[config.mk]
export PLATFORM = sky130hd
export DESIGN_NAME = pipe_ctrl_flat
export DESIGN_NICKNAME = d
export VERILOG_FILES = /design/src/rtl/pipe_ctrl_pkg.sv /design/src/rtl/pipe_ctrl_if.sv /design/src/rtl/pipe_ctrl_stall_perf_cnt.sv /design/src/rtl/pipe_ctrl.sv /design/src/flat_wrapper.sv
export SDC_FILE = /design/constraint.sdc
export NUM_CORES = 1
export LEC_CHECK = 0
export CAP_MARGIN = 20
export CORE_UTILIZATION = 32
export CTS_BUF_LIST = sky130_fd_sc_hd__clkbuf_16
export CTS_CLUSTER_SIZE = 20
export DETAILED_ROUTE_END_ITERATION = 8
export PLACE_DENSITY = 0.76
export SLEW_MARGIN = 20
export SYNTH_ARGS = -nofsm -noshare
export SYNTH_HDL_FRONTEND = slang
export SYNTH_SLANG_ARGS = --single-unit
[constraint.sdc]
create_clock -name clk -period 1.35 [get_ports clk]
set_input_delay 0.27 -clock clk [delete_from_list [all_inputs] [get_ports clk]]
set_output_delay 0.27 -clock clk [all_outputs]
set_load 0.005 [all_outputs]
[src/rtl/pipe_ctrl_pkg.sv]
// pipe_ctrl_pkg: shared pipeline-control constants, stall bit indices and FSM state encoding.
package pipe_ctrl_pkg;
   localparam logic        RST_ENABLE     = 1'b1;
   localparam logic        EXCEPTION_ON   = 1'b1;
   localparam int          EXCEP_TYPE_BUS = 32;
   localparam logic [31:0] ERET_CODE_DEF  = 32'h0000000E;
   localparam logic [31:0] EXC_VECTOR_DEF = 32'hBFC00380;
   localparam int          STALL_INST     = 0;
   localparam int          STALL_ID       = 1;
   localparam int          STALL_EXE      = 2;
   localparam int          STALL_DATA     = 3;
   typedef enum logic [1:0] {IDLE = 2'd0, WAIT_DATA = 2'd1, DRAIN = 2'd2} state_e;
endpackage

[src/rtl/pipe_ctrl_if.sv]
// pipe_ctrl_if: stall requests, MEM exception info and ibus status in; stall/flush/redirect out.
interface pipe_ctrl_if;
   import pipe_ctrl_pkg::*;
   logic                      req_inst_stall;
   logic                      req_id_stall;
   logic                      req_exe_stall;
   logic                      req_data_stall;
   logic [EXCEP_TYPE_BUS-1:0] mem_excep_type;
   logic [31:0]               cp0_epc;
   logic                      ibus_outstanding;
   logic                      ibus_rvalid;
   logic [3:0]                stall;
   logic                      exception;
   logic [31:0]               new_pc;
   logic                      discard_inst;
   modport master (
      output req_inst_stall, req_id_stall, req_exe_stall, req_data_stall,
             mem_excep_type, cp0_epc, ibus_outstanding, ibus_rvalid,
      input  stall, exception, new_pc, discard_inst
   );
   modport slave (
      input  req_inst_stall, req_id_stall, req_exe_stall, req_data_stall,
             mem_excep_type, cp0_epc, ibus_outstanding, ibus_rvalid,
      output stall, exception, new_pc, discard_inst
   );
endinterface

[src/rtl/pipe_ctrl_stall_perf_cnt.sv]
// pipe_ctrl_stall_perf_cnt: free-running stall/flush counters, built only with PIPE_PERF_CNT_EN.
module pipe_ctrl_stall_perf_cnt
   import pipe_ctrl_pkg::*;
(
   input  logic        clk,
   input  logic        rst,
   input  logic [3:0]  stall_i,
   input  logic        flush_i,
   output logic [31:0] perf_inst_o,
   output logic [31:0] perf_id_o,
   output logic [31:0] perf_exe_o,
   output logic [31:0] perf_data_o,
   output logic [31:0] perf_flush_o
);
   logic [31:0] inst_q, id_q, exe_q, data_q, flush_q;
   // The stall vector is a thermometer code, so "highest bit set" is this bit set and the next one clear.
   always_ff @(posedge clk) begin
      if (rst == RST_ENABLE) begin
         inst_q  <= '0;
         id_q    <= '0;
         exe_q   <= '0;
         data_q  <= '0;
         flush_q <= '0;
      end else begin
         inst_q  <= inst_q + {31'd0, stall_i[STALL_INST] & ~stall_i[STALL_ID]};
         id_q    <= id_q + {31'd0, stall_i[STALL_ID] & ~stall_i[STALL_EXE]};
         exe_q   <= exe_q + {31'd0, stall_i[STALL_EXE] & ~stall_i[STALL_DATA]};
         data_q  <= data_q + {31'd0, stall_i[STALL_DATA]};
         flush_q <= flush_q + {31'd0, flush_i};
      end
   end
   assign perf_inst_o  = inst_q;
   assign perf_id_o    = id_q;
   assign perf_exe_o   = exe_q;
   assign perf_data_o  = data_q;
   assign perf_flush_o = flush_q;
endmodule

[src/rtl/pipe_ctrl.sv]
// pipe_ctrl: stall merge plus precise-exception/ERET flush sequencer with orphaned-ibus drain.
// Optional PIPE_PERF_CNT_EN adds the perf_* stall/flush counters.
module pipe_ctrl
   import pipe_ctrl_pkg::*;
#(
   parameter logic [31:0] EXC_VECTOR = EXC_VECTOR_DEF,
   parameter logic [31:0] ERET_CODE  = ERET_CODE_DEF
) (
   input  logic        clk,
   input  logic        rst,
   pipe_ctrl_if.slave  bus
`ifdef PIPE_PERF_CNT_EN
   ,
   output logic [31:0] perf_inst,
   output logic [31:0] perf_id,
   output logic [31:0] perf_exe,
   output logic [31:0] perf_data,
   output logic [31:0] perf_flush
`endif
);
   state_e      state_q, state_d;
   logic        exception_q, exception_d, fire, pending;
   logic [31:0] new_pc_q, new_pc_d;
   logic [3:0]  stall_v;
   // The MEM register is being cleared while the pulse is out, so its type is stale then.
   assign pending = |bus.mem_excep_type && !exception_q;
   always_ff @(posedge clk) begin
      if (rst == RST_ENABLE) begin
         state_q     <= IDLE;
         exception_q <= 1'b0;
         new_pc_q    <= '0;
      end else begin
         state_q     <= state_d;
         exception_q <= exception_d;
         new_pc_q    <= new_pc_d;
      end
   end
   always_comb begin
      fire    = pending && (state_q == DRAIN || !bus.req_data_stall);
      state_d = state_q == DRAIN ? ((fire || !bus.ibus_rvalid) ? DRAIN : IDLE)
              : (pending && bus.req_data_stall) ? WAIT_DATA
              : (fire && bus.ibus_outstanding && !bus.ibus_rvalid) ? DRAIN : IDLE;
   end
   always_comb begin
      stall_v[STALL_DATA] = bus.req_data_stall;
      stall_v[STALL_EXE]  = bus.req_exe_stall | stall_v[STALL_DATA];
      stall_v[STALL_ID]   = bus.req_id_stall | stall_v[STALL_EXE];
      stall_v[STALL_INST] = bus.req_inst_stall | stall_v[STALL_ID] | (state_q == DRAIN);
      exception_d         = fire ? EXCEPTION_ON : ~EXCEPTION_ON;
      new_pc_d            = !fire ? new_pc_q
                          : bus.mem_excep_type == ERET_CODE ? bus.cp0_epc : EXC_VECTOR;
   end
   assign bus.stall        = stall_v;
   assign bus.exception    = exception_q;
   assign bus.new_pc       = new_pc_q;
   assign bus.discard_inst = state_q == DRAIN;
`ifdef PIPE_PERF_CNT_EN
   pipe_ctrl_stall_perf_cnt u_perf (
      .clk          (clk),
      .rst          (rst),
      .stall_i      (stall_v),
      .flush_i      (exception_q),
      .perf_inst_o  (perf_inst),
      .perf_id_o    (perf_id),
      .perf_exe_o   (perf_exe),
      .perf_data_o  (perf_data),
      .perf_flush_o (perf_flush)
   );
`endif
endmodule

[src/flat_wrapper.sv]
// flat-port wrapper written by rule: the top's interface ports become plain ports
module pipe_ctrl_flat import pipe_ctrl_pkg::*;
#(
   parameter logic [31:0] EXC_VECTOR = EXC_VECTOR_DEF,
   parameter logic [31:0] ERET_CODE  = ERET_CODE_DEF
)
  (clk, rst, bus_req_inst_stall, bus_req_id_stall, bus_req_exe_stall, bus_req_data_stall, bus_mem_excep_type, bus_cp0_epc, bus_ibus_outstanding, bus_ibus_rvalid, bus_stall, bus_exception, bus_new_pc, bus_discard_inst);
  pipe_ctrl_if bus_i ();
  input  logic clk;
  input  logic rst;
  input wire logic [$bits(bus_i.req_inst_stall)-1:0] bus_req_inst_stall;
  input wire logic [$bits(bus_i.req_id_stall)-1:0] bus_req_id_stall;
  input wire logic [$bits(bus_i.req_exe_stall)-1:0] bus_req_exe_stall;
  input wire logic [$bits(bus_i.req_data_stall)-1:0] bus_req_data_stall;
  input wire logic [$bits(bus_i.mem_excep_type)-1:0] bus_mem_excep_type;
  input wire logic [$bits(bus_i.cp0_epc)-1:0] bus_cp0_epc;
  input wire logic [$bits(bus_i.ibus_outstanding)-1:0] bus_ibus_outstanding;
  input wire logic [$bits(bus_i.ibus_rvalid)-1:0] bus_ibus_rvalid;
  output wire logic [$bits(bus_i.stall)-1:0] bus_stall;
  output wire logic [$bits(bus_i.exception)-1:0] bus_exception;
  output wire logic [$bits(bus_i.new_pc)-1:0] bus_new_pc;
  output wire logic [$bits(bus_i.discard_inst)-1:0] bus_discard_inst;
  assign bus_i.req_inst_stall = bus_req_inst_stall;
  assign bus_i.req_id_stall = bus_req_id_stall;
  assign bus_i.req_exe_stall = bus_req_exe_stall;
  assign bus_i.req_data_stall = bus_req_data_stall;
  assign bus_i.mem_excep_type = bus_mem_excep_type;
  assign bus_i.cp0_epc = bus_cp0_epc;
  assign bus_i.ibus_outstanding = bus_ibus_outstanding;
  assign bus_i.ibus_rvalid = bus_ibus_rvalid;
  assign bus_stall = bus_i.stall;
  assign bus_exception = bus_i.exception;
  assign bus_new_pc = bus_i.new_pc;
  assign bus_discard_inst = bus_i.discard_inst;
  pipe_ctrl #(.EXC_VECTOR(EXC_VECTOR), .ERET_CODE(ERET_CODE)) u_core (.clk(clk), .rst(rst), .bus(bus_i));
endmodule
==> results of run 1 <==
-- synth_stat cells, drive strengths merged --
master	n
dfxtp	35
nand4	40
or3	3
buf	15
nor4	7
nor3	3
and3	1
a21oi	1
nand3	2
or2	1
o32ai	1
clkbuf	8
nand2b	1
inv	3
a31oi	21
a211oi	1
a21o	1
o221a	12
and4	2
nor2	1
nand2	21
-- critical path, delay by kind of cell, from the launching register on --
family	cells	cell delay (ns)
flip-flops	1	0.31
AND/OR/NAND/NOR	2	0.43
buffers and inverters	3	0.27
-- per-layer routing --
metal	GRT usage	wire length (µm)
met1	0.283	2790
met2	0.481	3800
met3	0.0617	447
met4	0.165	205
met5	0	0
-- per-stage QoR --
step	instance area, µm²	TNS [ns]	power (mW)	std cells	hold WS (ns)
floorplan	1640	-0.520	1.23	180	0.387
global placement	2890	-23.46	1.57	357	0.473
detailed placement	2890	-24.09	1.58	357	0.483
CTS	3560	-4.72	2.88	391	0.470
global route	3570	-5.05	3.00	392	0.495
finish	3570	-3.46	2.92	392	0.479
-- timing repair --
item	in CTS	in global routing
setup buffers	16	4
cloned	10	0
pin swaps	45	50
gates resized for setup	176	42
setup endpoints to repair	73	40
-- cell families after synthesis --
kind of cell | count (synthesis) | share of synthesized area
buf+inv | 26 | 0.0899
simple gates | 82 | 0.286
flops | 35 | 0.430
compound gates | 37 | 0.194
-- worst max path at each step --
stage                                       startpoint                                 end  slack (ns)
after global routing      u_core.state_q[0]$_SDFF_PP0_                        bus_stall[0]       -0.24
after global placement              bus_req_data_stall                        bus_stall[0]       -0.73
after detailed placement            bus_req_data_stall                        bus_stall[0]       -0.75
after floorplan                  bus_mem_excep_type[8]  u_core.bus.new_pc[23]$_SDFFE_PP0P_       -0.05
after CTS                 u_core.state_q[0]$_SDFF_PP0_                        bus_stall[0]       -0.21
final                     u_core.state_q[0]$_SDFF_PP0_                        bus_stall[0]       -0.20
-- area by class of cell --
class                           count  area, µm²
Sequential cell                    35        729
Timing Repair Buffer              158       1630
Inverter                            3       13.8
Fill cell                         353       1250
Tap cell                           67       83.8
Clock inverter                      3       38.8
Antenna cell                        1       2.50
Multi-Input combinational cell    120        947
Clock buffer                        5        125
-- report_power, final --
group          internal, mW  total, mW  switching, mW
sequential             1.07       1.10         0.0268
combinational         0.319      0.510          0.191
clock                 0.861       1.30          0.444
total                  2.25       2.92          0.662
-- registers in the layout (all words and copies together) (netlist names) --
register / count
u_core.bus.exception: 1
u_core.state_q: 2
u_core.bus.new_pc: 32
==> results.json, run 1 <==
{
  "period_share": 1.15,
  "syn_area_um2": 1630,
  "core_um2": 4820,
  "p_per_area_nw_per_um2": 817,
  "fin_util": 0.741,
  "path_clk_slew_ns": 0.05,
  "antenna_left": 0,
  "hold_viol_final": 0,
  "path_max_fanout": 2,
  "num_vias": 2210,
  "final_common_cell": "dlygate4sd2_1",
  "clkLatencyLatePin_ns": 0.28,
  "row_count": 25,
  "finalWirelength_um": 7250,
  "status": "finished, violations left",
  "viasPerCell": 5.64,
  "hold_class": "reg -> reg",
  "setup_slack_ns": -0.196,
  "synth-seq-cells": 35,
  "firstDrtPassIters": 4,
  "required_ns": 1.08,
  "synthesis.nets": 252,
  "period_minus_slack_ns": 1.55,
  "worst_pin_slew_ns": 0.420,
  "grt_usage": 0.268,
  "slew_violations": 0,
  "die_area_um2": 5380,
  "critical-path-slowest-cell": "dfxtp_1",
  "cap_viol_max_count": 0,
  "critPathLaunchType": "flop",
  "synth.avg_cell_area_um2": 9.05,
  "finalSetupViolCount": 34,
  "reg2reg_to": "u_core.bus.new_pc[24]$_SDFFE_PP0P_",
  "synthCells": 180,
  "peakVddDrop_mv": 0.542,
  "hold_depth": 2,
  "antenna_found_initial": 1,
  "portBuffers": 109,
  "arrival_ns": 1.28,
  "p_leak_nw": 1.48,
  "hold_buffers": 0,
  "grt_start_max_net_pins": 17,
  "synth_top_area_cell": "dfxtp_1",
  "h-tree-depth": 2,
  "areaGrowthSynthToFinish_pct": 119,
  "start_util": 0.338,
  "drc": 0,
  "grt_overflow": 0,
  "mostFrequentLayoutCells": "42 x dlygate4sd2_1, 40 x nand4_1, 36 x clkdlybuf4s50_1, 20 x buf_6, 20 x dfxtp_2",
  "worstRegToRegCells": 7,
  "die_height_um": 73.4,
  "drive_gt1_frac": 0.380,
  "nNetsFinal": 395,
  "end_kind": "output port",
  "finalClockSkew_ns": 0.00370,
  "worstHoldEndpoint": "u_core.bus.new_pc[11]$_SDFFE_PP0P_",
  "clock.fmax_ghz": 0.647,
  "relSlewSlack": 0.720,
  "rsz0062_at_grt": "true",
  "grt_pass1_wl_um": 10700,
  "synthTopCellsByArea": "dfxtp_1 43%, nand4_1 15%, a31oi_1 7.7%",
  "crit_type": "reg -> out",
  "wl_per_cell_um": 18.5,
  "reg2reg_slack_ns": -0.19,
  "violations": "negative setup slack",
  "ys_types": 27,
  "gp_congestion": 0.735,
  "min_from": "u_core.bus.new_pc[11]$_SDFFE_PP0P_",
  "cts_sinks": 35,
  "cpPeakStageDelay_ns": 0.31,
  "place_ws_ns": -0.750,
  "root_buffer": "clkbuf_16",
  "clockBufferDepth": 2,
  "regToRegStartpoint": "u_core.state_q[0]$_SDFF_PP0_",
  "drt-initial-drc-count": 189,
  "netlist.area_leader.share": 0.430,
  "cts_tree": "built",
  "cts_buffers": 5,
  "first_global_vias": 2264,
  "crit_path_cell_trace": "nand2b_4 -> inv_4 -> buf_6 -> or3_1 -> buf_2",
  "yosys_warnings": 0,
  "fp.dieW_um": 73.4,
  "place_hpwl_um": 4020,
  "pin_count": 110,
  "seq_area_frac_synth": 0.430
}
(Power assumes the default switching activity.)
==> run 2, diff against run 1 <==
- CORE_UTILIZATION: 32 -> 38
- PLACE_DENSITY: 0.76 -> 0.85
- clock period: 1.35 -> 2 ns (I/O delays scaled with it)
==> run 2 against run 1 <==
Compared with the run above:
- the run now ends clean
- critical path depth did not move
- combinational power fell by 41%
- total power shrank 40%
- sequential share of layout area rose by 3.5 points
- design area is 18% lower
- clock power is 45% lower
- final cell count decreased by 14%
- utilization fell by 1.9 points
- clock-buffer cell count unchanged
- die area down 15%
- first-iteration DRC count is 16% lower
- largest power group is now sequential cells
- highest routed layer unchanged
==> results.json, run 2 (synthesized netlist as in run 1, its figures left out) <==
{
  "hold_class": "reg -> reg",
  "fillers": 301,
  "path_max_fanout": 12,
  "crit_cells": 5,
  "clkLatencyLatePin_ns": 0.27,
  "die_area_um2": 4550,
  "path_clk_slew_ns": 0.05,
  "worstHoldEndpoint": "u_core.bus.new_pc[16]$_SDFFE_PP0P_",
  "fin_area_um2": 2930,
  "grt_pass1_wl_um": 8290,
  "place_inst": 331,
  "clockBufferDepth": 2,
  "setup_slack_ns": 0.150,
  "antenna_found_initial": 0,
  "num_vias": 1940,
  "worst_pin_slew_ns": 0.388,
  "finalWirelength_um": 5230,
  "place_ws_ns": -0.367,
  "grt_usage": 0.243,
  "start_util": 0.401,
  "dpl_cell_area_um2": 2790,
  "grt_start_max_net_pins": 26,
  "cap_viol_max_count": 0,
  "first_global_vias": 1831,
  "areaGrowthSynthToFinish_pct": 79.7,
  "drive_gt1_frac": 0.104,
  "root_buffer": "clkbuf_16",
  "viasPerCell": 5.72,
  "clock.fmax_ghz": 0.540,
  "core_um2": 4060,
  "cp.buffers_inverters": 1,
  "cpPeakStageDelay_ns": 0.40,
  "crit_path_cell_trace": "clkdlybuf4s50_1 -> nor4_1 -> and4_2 -> nand3_2 -> o221a_1",
  "reg2reg_slack_ns": 0.43,
  "hold_viol_final": 0,
  "finalClockSkew_ns": 0.00268,
  "drc": 0,
  "period_minus_slack_ns": 1.85,
  "grt_overflow": 0,
  "cts_sinks": 35,
  "required_ns": 2.16,
  "drt-initial-drc-count": 159,
  "regToRegStartpoint": "u_core.state_q[0]$_SDFF_PP0_",
  "firstDrtPassIters": 4,
  "antennaDiodeCount": 0,
  "nNetsFinal": 360,
  "cp_top_family": "simple AND/OR/NAND/NOR gates",
  "final_common_cell": "clkdlybuf4s50_1",
  "relSlewSlack": 0.741,
  "post-cts-setup-buffers": 0,
  "largest_reg_flops": 32,
  "die_height_um": 67.5,
  "status": "complete, no violations",
  "cts_tree": "built",
  "critical-path-slowest-cell": "clkdlybuf4s50_1",
  "end_kind": "flop",
  "place_hpwl_um": 3810,
  "peakVddDrop_mv": 0.316,
  "mostFrequentLayoutCells": "103 x clkdlybuf4s50_1, 40 x nand4_1, 35 x dfxtp_1, 21 x nand2_1, 20 x a31oi_1",
  "period_share": 0.925,
  "p_per_area_nw_per_um2": 599,
  "h-tree-depth": 2,
  "hold_depth": 2,
  "arrival_ns": 2.01,
  "fp.dieW_um": 67.5,
  "p_leak_nw": 1.01,
  "critPathLaunchType": "primary input",
  "finalSetupViolCount": 0,
  "worstRegToRegCells": 4,
  "crit_type": "in -> reg",
  "wl_per_cell_um": 15.4,
  "gp_congestion": 0.746,
  "row_count": 23,
  "fin_cells": 339,
  "antenna_left": 0,
  "slew_violations": 0,
  "reg2reg_to": "u_core.bus.new_pc[25]$_SDFFE_PP0P_",
  "min_from": "u_core.bus.new_pc[16]$_SDFFE_PP0P_",
  "portBuffers": 109,
  "pin_count": 110,
  "cts_buffers": 5
}
==> run 2: cell types whose count changed in the layout (fill, tap and decap cells not counted), sizes merged, moves of 8 or more <==
| cell | delta |
|---|---|
| clkbuf | -11 |
| clkdlybuf4s15 | -8 |
| clkdlybuf4s50 | +67 |
| buf | -40 |
| dlygate4sd2 | -40 |
==> run 2: area by class of cell <==
cell class / instances / area, µm² / area share
Multi-Input combinational cell: 119 / 788 / 0.269
Clock inverter: 3 / 11.3 / 0.00385
Tap cell: 50 / 62.6 / 0.0214
Clock buffer: 5 / 125 / 0.0427
Sequential cell: 35 / 701 / 0.239
Inverter: 3 / 11.3 / 0.00385
Timing Repair Buffer: 124 / 1230 / 0.420
==> run 2: what timing repair did <==
item	CTS	global route
endpoints found under the setup margin	3	7
gates resized for setup	6	5
pin swaps	1	2
hold buffers	0	0
endpoints found under the hold margin	0	0
==> run 2: through the flow <==
step                      utilization  hold WS, ns  power [mW]  setup TNS (ns)
after floorplan                     -        0.483       0.833               0
after global placement          0.686        0.481        1.05           -3.10
after detailed placement        0.686        0.482        1.05           -4.36
after CTS                       0.718        0.494        1.77         -0.0226
after global routing            0.722        0.527        1.82        -0.00294
final                           0.722        0.496        1.75               0
==> run 2: worst register-to-register path, delay by kind of cell (launching register included) <==
kind | cells | cell delay [ns]
compound gates | 2 | 0.68
simple gates | 2 | 0.49
flops | 1 | 0.29
==> run 2: worst max-delay path by stage <==
stage | startpoint | endpoint | slack, ns
CTS | bus_req_id_stall | bus_stall[0] | -0.02
global placement | bus_req_data_stall | bus_stall[0] | -0.34
detailed placement | bus_req_data_stall | bus_stall[0] | -0.37
finish | bus_mem_excep_type[8] | u_core.bus.new_pc[25]$_SDFFE_PP0P_ | 0.15
global route | bus_mem_excep_type[8] | u_core.bus.new_pc[21]$_SDFFE_PP0P_ | -0.003
floorplan | bus_mem_excep_type[24] | u_core.bus.new_pc[23]$_SDFFE_PP0P_ | 0.47
==> run 2: per-layer routing <==
| metal | track usage | wire [µm] | part of all wire |
|---|---|---|---|
| met1 | 0.283 | 2090 | 0.40 |
| met2 | 0.416 | 2650 | 0.51 |
| met3 | 0.0676 | 403 | 0.077 |
| met4 | 0.0931 | 91 | 0.017 |
| met5 | 0 | 0 | 0 |
==> run 2: power breakdown <==
| group | total (mW) | internal [mW] | switching, mW | leakage (nW) |
|---|---|---|---|---|
| Clock | 0.713 | 0.447 | 0.266 | 0.0701 |
| Sequential | 0.740 | 0.725 | 0.0146 | 0.286 |
| Combinational | 0.300 | 0.205 | 0.0948 | 0.657 |
| Total | 1.75 | 1.38 | 0.375 | 1.01 |
